===== config.mk =====
export PLATFORM = sky130hd
export DESIGN_NAME = bs_call_bound
export DESIGN_NICKNAME = d
export VERILOG_FILES = /design/src/rtl/bs_pkg.sv /design/src/rtl/q610_mul.sv /design/src/rtl/bs_call_bound.sv
export SDC_FILE = /design/constraint.sdc
export NUM_CORES = 1
export LEC_CHECK = 0
export ABC_AREA = 1
export BUFFER_PORTS_ARGS = -buffer_cell sky130_fd_sc_hd__buf_2
export CAP_MARGIN = 40
export CORE_AREA = 2 2 268 270
export CTS_CLUSTER_DIAMETER = 200
export DETAILED_ROUTE_END_ITERATION = 8
export DIE_AREA = 0 0 270 272
export GPL_ROUTABILITY_DRIVEN = 0
export GPL_TIMING_DRIVEN = 1
export HOLD_SLACK_MARGIN = 0.05
export PLACE_DENSITY = 0.53
export SETUP_SLACK_MARGIN = 0.05
export SLEW_MARGIN = 20
export SYNTH_ARGS = -nofsm -noshare
export SYNTH_HDL_FRONTEND = slang
export SYNTH_SLANG_ARGS = --single-unit

===== constraint.sdc =====
create_clock -name clk -period 12.3 [get_ports clk]
set_input_delay 1.845 -clock clk [delete_from_list [all_inputs] [get_ports clk]]
set_output_delay 1.845 -clock clk [all_outputs]
set_load 0.01 [all_outputs]

===== src/rtl/bs_pkg.sv =====
// Shared fixed-point types, constants and FSM states for the call lower-bound engine.
// Latency: n/a (declarations only).
// Backpressure: n/a.
package bs_pkg;

   // Signed Q6.10: 6 integer bits (including sign), 10 fraction bits.
   localparam int FRAC_BITS = 10;

   typedef logic signed [15:0] q610_t;

   localparam q610_t Q_ONE  = 16'sd1024;   // 1.0
   localparam q610_t Q_INV6 = 16'sd171;    // ~1/6, cubic Taylor coefficient
   localparam q610_t Q_MAX  = 16'sh7FFF;   // largest representable value
   localparam q610_t Q_MIN  = 16'sh8000;   // most negative representable value

   // One state per pipeline step of the sequential evaluation.
   typedef enum logic [2:0] {
      IDLE = 3'd0,
      RT   = 3'd1,
      X2   = 3'd2,
      X3   = 3'd3,
      EXP  = 3'd4,
      DISC = 3'd5,
      SUB  = 3'd6,
      DONE = 3'd7
   } state_t;

   // Clamp a wide signed intermediate to the Q6.10 range.
   function automatic q610_t sat16(input logic signed [31:0] v);
      if (v > 32'sd32767) begin
         return Q_MAX;
      end else if (v < -32'sd32768) begin
         return Q_MIN;
      end else begin
         return v[15:0];
      end
   endfunction

endpackage


===== src/rtl/q610_mul.sv =====
// Combinational Q6.10 multiply: signed 16x16 product, arithmetic shift by FRAC_BITS, saturate.
// Latency: 0 cycles (pure combinational).
// Backpressure: none; output follows inputs.
module q610_mul
   import bs_pkg::*;
(
   input  logic [15:0] a,
   input  logic [15:0] b,
   output logic [15:0] p
);

   logic signed [31:0] prod;
   logic signed [31:0] scaled;

   // Full-precision product, rescaled to Q6.10 and clamped to 16 bits.
   always_comb begin
      prod   = $signed(a) * $signed(b);
      scaled = prod >>> FRAC_BITS;
      p      = sat16(scaled);
   end

endmodule


===== src/rtl/bs_call_bound.sv =====
// Computes the call lower bound max(S - K*exp(-r*T), 0) in Q6.10 with a cubic exp approximation.
// Latency: done rises on the 7th rising edge counting the edge that accepts start.
// Backpressure: start is ignored while busy; no queueing, result held until the next accepted start.
module bs_call_bound
   import bs_pkg::*;
(
   input  logic        clk,
   input  logic        rst,
   input  logic        start,
   input  logic [15:0] S,
   input  logic [15:0] K,
   input  logic [15:0] r,
   input  logic [15:0] sigma,
   input  logic [15:0] T,
   output logic        done,
   output logic        busy,
   output logic [15:0] call_bound,
   output logic        range_err
);

   state_t state_q, state_d;

   // Job operands captured at the accepting edge.
   q610_t s_q, s_d;
   q610_t k_q, k_d;
   q610_t r_q, r_d;
   q610_t t_q, t_d;

   // Intermediates produced one per state.
   q610_t x_q, x_d;
   q610_t x2_q, x2_d;
   q610_t x3_q, x3_d;
   q610_t e_q, e_d;
   q610_t kd_q, kd_d;

   // Published result, only updated when entering DONE.
   q610_t bound_q, bound_d;
   logic  rerr_q, rerr_d;

   // Shared multiplier operands.
   q610_t mul_a, mul_b, mul_p;

   logic               accept;
   logic signed [31:0] e_sum;
   logic signed [16:0] diff;

   // Volatility is irrelevant to the lower bound; the port only keeps the
   // interface identical to the full pricing core.
   logic unused_sigma;
   assign unused_sigma = ^sigma;

   assign accept = start && ((state_q == IDLE) || (state_q == DONE));

   q610_mul u_mul (
      .a (mul_a),
      .b (mul_b),
      .p (mul_p)
   );

   // Next-state logic: fixed one-state-per-cycle walk, start only honoured when not busy.
   always_comb begin
      state_d = state_q;
      unique case (state_q)
         IDLE:    if (start) state_d = RT;
         RT:      state_d = X2;
         X2:      state_d = X3;
         X3:      state_d = EXP;
         EXP:     state_d = DISC;
         DISC:    state_d = SUB;
         SUB:     state_d = DONE;
         DONE:    if (start) state_d = RT;
         default: state_d = IDLE;
      endcase
   end

   // Datapath: steer the shared multiplier and compute the register updates for the current step.
   always_comb begin
      s_d     = s_q;
      k_d     = k_q;
      r_d     = r_q;
      t_d     = t_q;
      x_d     = x_q;
      x2_d    = x2_q;
      x3_d    = x3_q;
      e_d     = e_q;
      kd_d    = kd_q;
      bound_d = bound_q;
      rerr_d  = rerr_q;
      mul_a   = '0;
      mul_b   = '0;
      e_sum   = '0;
      diff    = '0;

      if (accept) begin
         s_d = S;
         k_d = K;
         r_d = r;
         t_d = T;
      end

      unique case (state_q)
         RT: begin
            mul_a = r_q;
            mul_b = t_q;
            x_d   = mul_p;
         end
         X2: begin
            mul_a = x_q;
            mul_b = x_q;
            x2_d  = mul_p;
         end
         X3: begin
            mul_a = x2_q;
            mul_b = x_q;
            x3_d  = mul_p;
         end
         EXP: begin
            // exp(-x) ~ 1 - x + x^2/2 - x^3/6
            mul_a = x3_q;
            mul_b = Q_INV6;
            e_sum = 32'(Q_ONE) - 32'(x_q) + 32'(x2_q >>> 1) - 32'(mul_p);
            e_d   = sat16(e_sum);
         end
         DISC: begin
            mul_a = k_q;
            mul_b = e_q;
            kd_d  = mul_p;
         end
         SUB: begin
            // 17 bits holds any difference of two Q6.10 values without wrap.
            diff = 17'(s_q) - 17'(kd_q);
            if ((s_q < 0) || (k_q < 0) || (diff < 0)) begin
               bound_d = '0;
            end else if (diff > 17'sd32767) begin
               bound_d = Q_MAX;
            end else begin
               bound_d = diff[15:0];
            end
            // Out-of-range x is flagged but its computed result is still published.
            rerr_d = (s_q < 0) || (k_q < 0) || (x_q < 0) || (x_q > Q_ONE);
         end
         default: ;
      endcase
   end

   // State and datapath registers; reset aborts any job and clears everything.
   always_ff @(posedge clk or negedge rst) begin
      if (!rst) begin
         state_q <= IDLE;
         s_q     <= '0;
         k_q     <= '0;
         r_q     <= '0;
         t_q     <= '0;
         x_q     <= '0;
         x2_q    <= '0;
         x3_q    <= '0;
         e_q     <= '0;
         kd_q    <= '0;
         bound_q <= '0;
         rerr_q  <= 1'b0;
      end else begin
         state_q <= state_d;
         s_q     <= s_d;
         k_q     <= k_d;
         r_q     <= r_d;
         t_q     <= t_d;
         x_q     <= x_d;
         x2_q    <= x2_d;
         x3_q    <= x3_d;
         e_q     <= e_d;
         kd_q    <= kd_d;
         bound_q <= bound_d;
         rerr_q  <= rerr_d;
      end
   end

   assign done       = (state_q == DONE);
   assign busy       = (state_q != IDLE) && (state_q != DONE);
   assign call_bound = bound_q;
   assign range_err  = rerr_q;

endmodule


Word level (Yosys, flattened, before mapping)
Index checks and enable logic that the tools add are counted.
{"block": "word_totals", "regBits": 164, "inputBits": 83, "output_inout_bits": 19, "elab_cells": 57}
{"block": "classes", "add_sub_neg": 4, "multipliers": 1, "order_cmp": 10, "eq_ne": 9, "muxes": 10, "n_reduce_logical": 11}
{"operator": "16-bit two-way mux", "n": 6}
{"operator": "16-bit case mux with 5 select lines", "n": 1}
{"operator": "16-bit case mux with 4 select lines", "n": 1}
{"operator": "16-bit by 1-bit < comparator with 1-bit output, second input constant", "n": 3}
{"operator": "16-bit by 16-bit multiplier with 32-bit output", "n": 1}
{"operator": "22-bit by 16-bit > comparator with 1-bit output, second input constant", "n": 1}
{"operator": "22-bit by 16-bit < comparator with 1-bit output, second input constant", "n": 1}
{"operator": "3-bit case mux with 7 select lines", "n": 1}
{"operator": "19-bit by 16-bit > comparator with 1-bit output, second input constant", "n": 1}
{"operator": "19-bit by 16-bit < comparator with 1-bit output, second input constant", "n": 1}
{"operator": "18-bit by 16-bit subtractor with 19-bit output", "n": 1}
{"operator": "17-bit by 15-bit adder with 18-bit output", "n": 1}
{"operator": "17-bit by 16-bit > comparator with 1-bit output, second input constant", "n": 1}
{"operator": "17-bit by 1-bit < comparator with 1-bit output, second input constant", "n": 1}
{"operator": "12-bit by 16-bit subtractor with 17-bit output, first input constant", "n": 1}
{"operator": "16-bit by 16-bit subtractor with 17-bit output", "n": 1}
{"operator": "16-bit by 12-bit > comparator with 1-bit output, second input constant", "n": 1}
{"operator": "3-bit == test, second input constant", "n": 4}
{"operator": "3-bit by 2-bit == test with 1-bit output, second input constant", "n": 2}
{"operator": "1-bit logical OR", "n": 5}
{"operator": "2-bit OR reduction", "n": 2}
{"operator": "3-bit by 1-bit == test with 1-bit output, second input constant", "n": 1}
{"operator": "3-bit zero test", "n": 1}
{"operator": "3-bit two-way mux", "n": 1}
{"operator": "4 further kinds", "n": 5}

Logic depth before layout (Yosys ltp)
{"block": "depth", "depth_word": 11, "ltp_mapped": 63, "ltp_nobuf": 60}

By module
Synthesis repeated with hierarchy kept, for this count alone.
{"block": "hier_totals", "cells_unflattened": 2653, "area_unflattened_um2": 20778.7}
{"mod": "q610_mul", "instances": 1, "cells_per_inst": 1498, "area_per_inst_um2": 10928.0, "seq_area_each_um2": 0.0}
{"mod": "bs_call_bound", "instances": 1, "cells_per_inst": 1155, "area_per_inst_um2": 9850.7, "seq_area_each_um2": 4103.9}

Least setup slack after synthesis
No wires, ideal clock.
{"block": "synth_timing", "path_kind": "flip-flop to flip-flop", "start": "register state_q[2]", "end": "register e_q[10]", "setup_time_ns": 0.133, "arrival_ns": 10.309, "t_required_ns": 12.167, "setup_slack_ns": 1.859, "path_stages_with_launch": 54, "path_buffers": 6, "synth_period_minus_slack_ns": 10.441, "cell_sequence": "dfrtp_1 buf_6 inv_2 ha_1 buf_4 clkinv_1 nand3_2 buf_6 inv_1 a31oi_1 clkbuf_1 nand2_1 fa_1 fa_1 inv_1 fa_1 inv_1 fa_1 (+18 left out) fa_1 inv_1 ha_1 ha_1 a21oi_1 o21a_1 nand2_1 nand2_1 nand2_1 nand2_1 nand2_1 a21boi_0 o21ai_0 xnor2_1 nand3b_1 a21oi_1 clkbuf_1 a21oi_1"}
{"block": "synth_via", "elab_chain_cells": 11, "elab_cells_between_ends": 18, "classes_between": "add/sub: 1; mul: 1; order compare: 4; eq/ne: 5; mux: 6; reduce/logical: 1"}
{"item": "start, declared", "line_no": "bs_call_bound.sv:21", "text": "state_t state_q, state_d;"}
{"item": "start signal, assigned", "line_no": "bs_call_bound.sv:162", "text": "state_q <= state_d;"}
{"item": "3-bit by 2-bit == test with 1-bit output", "line_no": "bs_call_bound.sv:101", "text": "unique case (state_q)"}
{"item": "2-bit OR reduction (no line)"}
{"item": "16-bit case mux with 4 select lines", "line_no": "bs_call_bound.sv:101"}
{"item": "16-bit by 16-bit multiplier with 32-bit output (*)", "line_no": "q610_mul.sv:17", "text": "prod = $signed(a) * $signed(b);"}
{"item": "22-bit by 16-bit < comparator with 1-bit output", "line_no": "bs_pkg.sv:32", "text": "end else if (v < -32'sd32768) begin"}
{"item": "16-bit two-way mux", "line_no": "bs_pkg.sv:32"}
{"item": "16-bit two-way mux (*)", "line_no": "bs_pkg.sv:30", "text": "if (v > 32'sd32767) begin"}
{"item": "net mul_p[8]", "line_no": "bs_call_bound.sv:41", "text": "q610_t mul_a, mul_b, mul_p;"}
{"item": "18-bit by 16-bit subtractor with 19-bit output (*)", "line_no": "bs_call_bound.sv:121", "text": "e_sum = 32'(Q_ONE) - 32'(x_q) + 32'(x2_q >>> 1) - 32'(mul_p);"}
{"item": "19-bit by 16-bit < comparator with 1-bit output", "line_no": "bs_pkg.sv:32"}
{"item": "16-bit two-way mux", "line_no": "bs_pkg.sv:32"}
{"item": "16-bit two-way mux (*)", "line_no": "bs_pkg.sv:30"}
{"item": "end signal, assigned", "line_no": "bs_call_bound.sv:157", "text": "e_q <= '0;"}
{"item": "end signal, assigned", "line_no": "bs_call_bound.sv:170", "text": "e_q <= e_d;"}
{"item": "end, declared", "line_no": "bs_call_bound.sv:33", "text": "q610_t e_q, e_d;"}
The timed path passes the listed nets; every way through them passes the cells marked *.
A chain may end at the register's enable or synchronous reset.

Final worst setup path
{"block": "layout_timing", "start": "register state_q[1]", "end": "register e_q[6]"}
Same word-level chain as after synthesis.

==> out/results.ini <==
[drt]
wl_per_cell_microns=16.9
wl_microns=58700
route.detailed.drc=0
firstDrtPassIters=6
viasPerCell=4.47
num_vias=15500
antenna_left=0
drtIter0Drc=974

[critical_path]
crit_buf_inv=9
crit_path_start_kind=register
crit_type=reg2reg
worst_r2r_startpoint=state_q[1]
slowest_delay_ns=0.58
crit_fanout=22
reg2reg_depth=49
crit_arrival_ns=11.90
cpMaxStageDelayCell=fa_1
r2r_slack_ns=0.73
end_kind=register
rr_endpoint=e_q[6]
critPathMostFrequentCell=fa_1
cp.required_ns=12.62
cp_top_family=adder cells

[grt]
antenna_found_initial=0
grt_pass1_wl_microns=94000
grt_pass1_vias=16300
grt_use_total_pct=16.5
gr-total-overflow=0
grt_max_degree=62

[cells_and_area]
n_antenna_cell=0
drive_above_1_share_pct=13.1
final_core_util_pct=31.6
area_growth_pct=14.0
fin_area_sq_mm=0.0223
nFillCells=7614
layout.nets=2996

[synthesis]
synthArstFlopShare_pct=100
syn_inst=2375
ys_seq_area_share_pct=20.9
synth_fp_nets=2866
synth_edf_count=0
ys.flop_type=dfrtp_1
syn-cell-area_sq_mm=0.0196
synth_area_per_cell_sq_um=8.25
ys_seq_elements=164
synth-warning-count=0
synth_cell_types=50

[sta]
min_period_ns=11.57
finalHoldViolCount=0
fin_ws_ns=0.728
grt_setup_unrepaired=no
tightest_slew_ns=0.652
relSlewSlack_pct=56.4
setup_tns_ns=0
fin_crit_sh_pct=94.1
setup_violations=0
fmax_mhz=86.4
slew_violations=0
finalClockSkew_ns=0.0104

[placed_design]
dpl-instance-area_sq_mm=0.0216
dp_hpwl_microns=48700
port_buffers=85
dp_slack_ns=0.501

[die]
rows=98
ios=102
die_area_sq_mm=0.0734
coreArea_sq_mm=0.0708
initial_core_util_pct=27.7
die_h_microns=272
fp.dieW_microns=270

[worst_hold_path]
min_path_type=reg2reg
hold_end=call_bound[9]
whs_path_depth=2
holdCritStartpoint=call_bound[9]

[cts]
tritoncts=done
insertion_delay_ns=0.44
cts.clk_slew.worst_paths_ns=0.06
numCtsBuffers=17
cts_sinks=164
htreeDepth=4
cts-root-buf=clkbuf_16
max-clock-path-buffers=2

[outcome]
outcome=finished clean

[run]
cap_violations=0

## state kept, by name, summed over array words and instances, names as in the netlist
register / flops
r_q: 16
s_q: 16
x2_q: 16
call_bound: 16
k_q: 16
t_q: 16
kd_q: 16
e_q: 16
state_q: 3
x3_q: 16
range_err: 1
x_q: 16
## final cells by class
class	instances	area (sq um)	area share [%]
Clock buffer	19	453	2.03
Clock inverter	13	149	0.667
Inverter	491	1870	8.36
Multi-Input combinational cell	1657	13400	60.0
Sequential cell	164	4110	18.4
Tap cell	950	1190	5.32
Timing Repair Buffer	174	1170	5.25
## cells in the final DEF (no fill, tap or decap), drive strengths merged, types with 5 or more instances in the layout
master    synthesis  routed
nand3            47      47
a21o              5       5
nor4              9       9
inv             486     486
a221oi           10      10
xnor2            19      19
a31oi            11      11
clkbuf           46      19
nor2            233     233
a211oi            5       5
nor3             16      16
dfrtp           164     164
o22ai             7       7
fa              279     279
o21a              5       5
clkinv            5       6
nand4            11      11
clkinvlp          0      10
o21bai            5       5
nand2           607     607
o211ai            8       8
a21oi            83      83
xor2             27      27
a22oi             5       5
or2               5       5
o21ai            51      51
buf              17     174
mux2             61      61
ha              129     129
## stage by stage
| stage | std cells | hold WS [ns] |
|---|---|---|
| 2_1_floorplan | 2375 | 0.444 |
| 3_3_place_gp | 3430 | 0.460 |
| 3_5_place_dp | 3432 | 0.462 |
| 4_1_cts | 3464 | 0.481 |
| 5_1_grt | 3468 | 0.500 |
| 6_report | 3468 | 0.477 |
## Yosys cell counts, types with 5 or more instances
master | count | share of area [%]
mux2_2 | 61 | 3.5
dfrtp_1 | 164 | 21
a31oi_1 | 11 | 0.35
nand2_4 | 7 | 0.40
a211oi_1 | 5 | 0.19
or2_2 | 5 | 0.16
inv_1 | 482 | 9.2
xnor2_1 | 19 | 0.85
o21ai_0 | 50 | 1.3
nand3_1 | 43 | 1.1
a21oi_1 | 83 | 2.1
clkbuf_1 | 46 | 0.88
nor2_1 | 230 | 4.4
a22oi_1 | 5 | 0.19
ha_1 | 129 | 8.2
xor2_1 | 27 | 1.2
o22ai_1 | 7 | 0.22
nand4_1 | 11 | 0.35
nor4_1 | 9 | 0.29
buf_2 | 10 | 0.26
a21o_1 | 5 | 0.19
nor3_1 | 16 | 0.41
nand2_1 | 583 | 11
o21a_1 | 5 | 0.19
o211ai_1 | 8 | 0.31
a221oi_1 | 10 | 0.45
nand2_2 | 17 | 0.54
fa_1 | 279 | 29
## worst register-to-register path, delay by kind of cell (launching register included)
| family | cells | cell delay, ns |
|---|---|---|
| fa+ha+maj | 11 | 4.86 |
| simple gates | 17 | 2.59 |
| compound gates | 11 | 2.19 |
| buf+inv | 9 | 1.15 |
| flops | 1 | 0.50 |
| xor+xnor | 1 | 0.20 |
## timing repair
action	CTS	global route
hold endpoints to repair	0	0
hold buffers	0	0
setup buffers	0	3
resized for setup	0	16
setup endpoints to repair	0	15
## routing by layer
layer | track usage (%) | vias to the layer above | share of wire, %
li1 | - | 7485 | -
met4 | 4.39 | 0 | 2.3
met2 | 27.6 | 372 | 48
met3 | 1.81 | 59 | 4.8
met5 | 0 | - | 0
met1 | 22.7 | 7603 | 45
## worst max path at each step
stage / startpoint / slack [ns] / cells past startpoint / to
detailed placement: state_q[2] / 0.50 / 50 / e_q[10]
CTS: state_q[2] / 0.46 / 50 / e_q[10]
global placement: state_q[1] / 0.47 / 51 / e_q[10]
finish: state_q[1] / 0.73 / 49 / e_q[6]
global route: state_q[2] / 0.08 / 49 / e_q[9]
floorplan: state_q[2] / 1.86 / 53 / e_q[10]
## kinds of logic (layout without fill, tap and decap cells)
group                      count (synthesis)  count (layout)  synth area share (%)
AOI/OAI and AO/OA                        209             209                  6.42
xor gates and xnor gates                  46              46                  2.06
adders and majority gates                408             408                  36.7
buffers and inverters                    554             697                  11.0
DFF                                      164             164                  20.9
muxes                                     61              61                  3.51
and+or+nand+nor                          933             933                  19.4
Power is not shown: default switching activity piles up to over one toggle a cycle in this logic, so the estimate is an artifact.
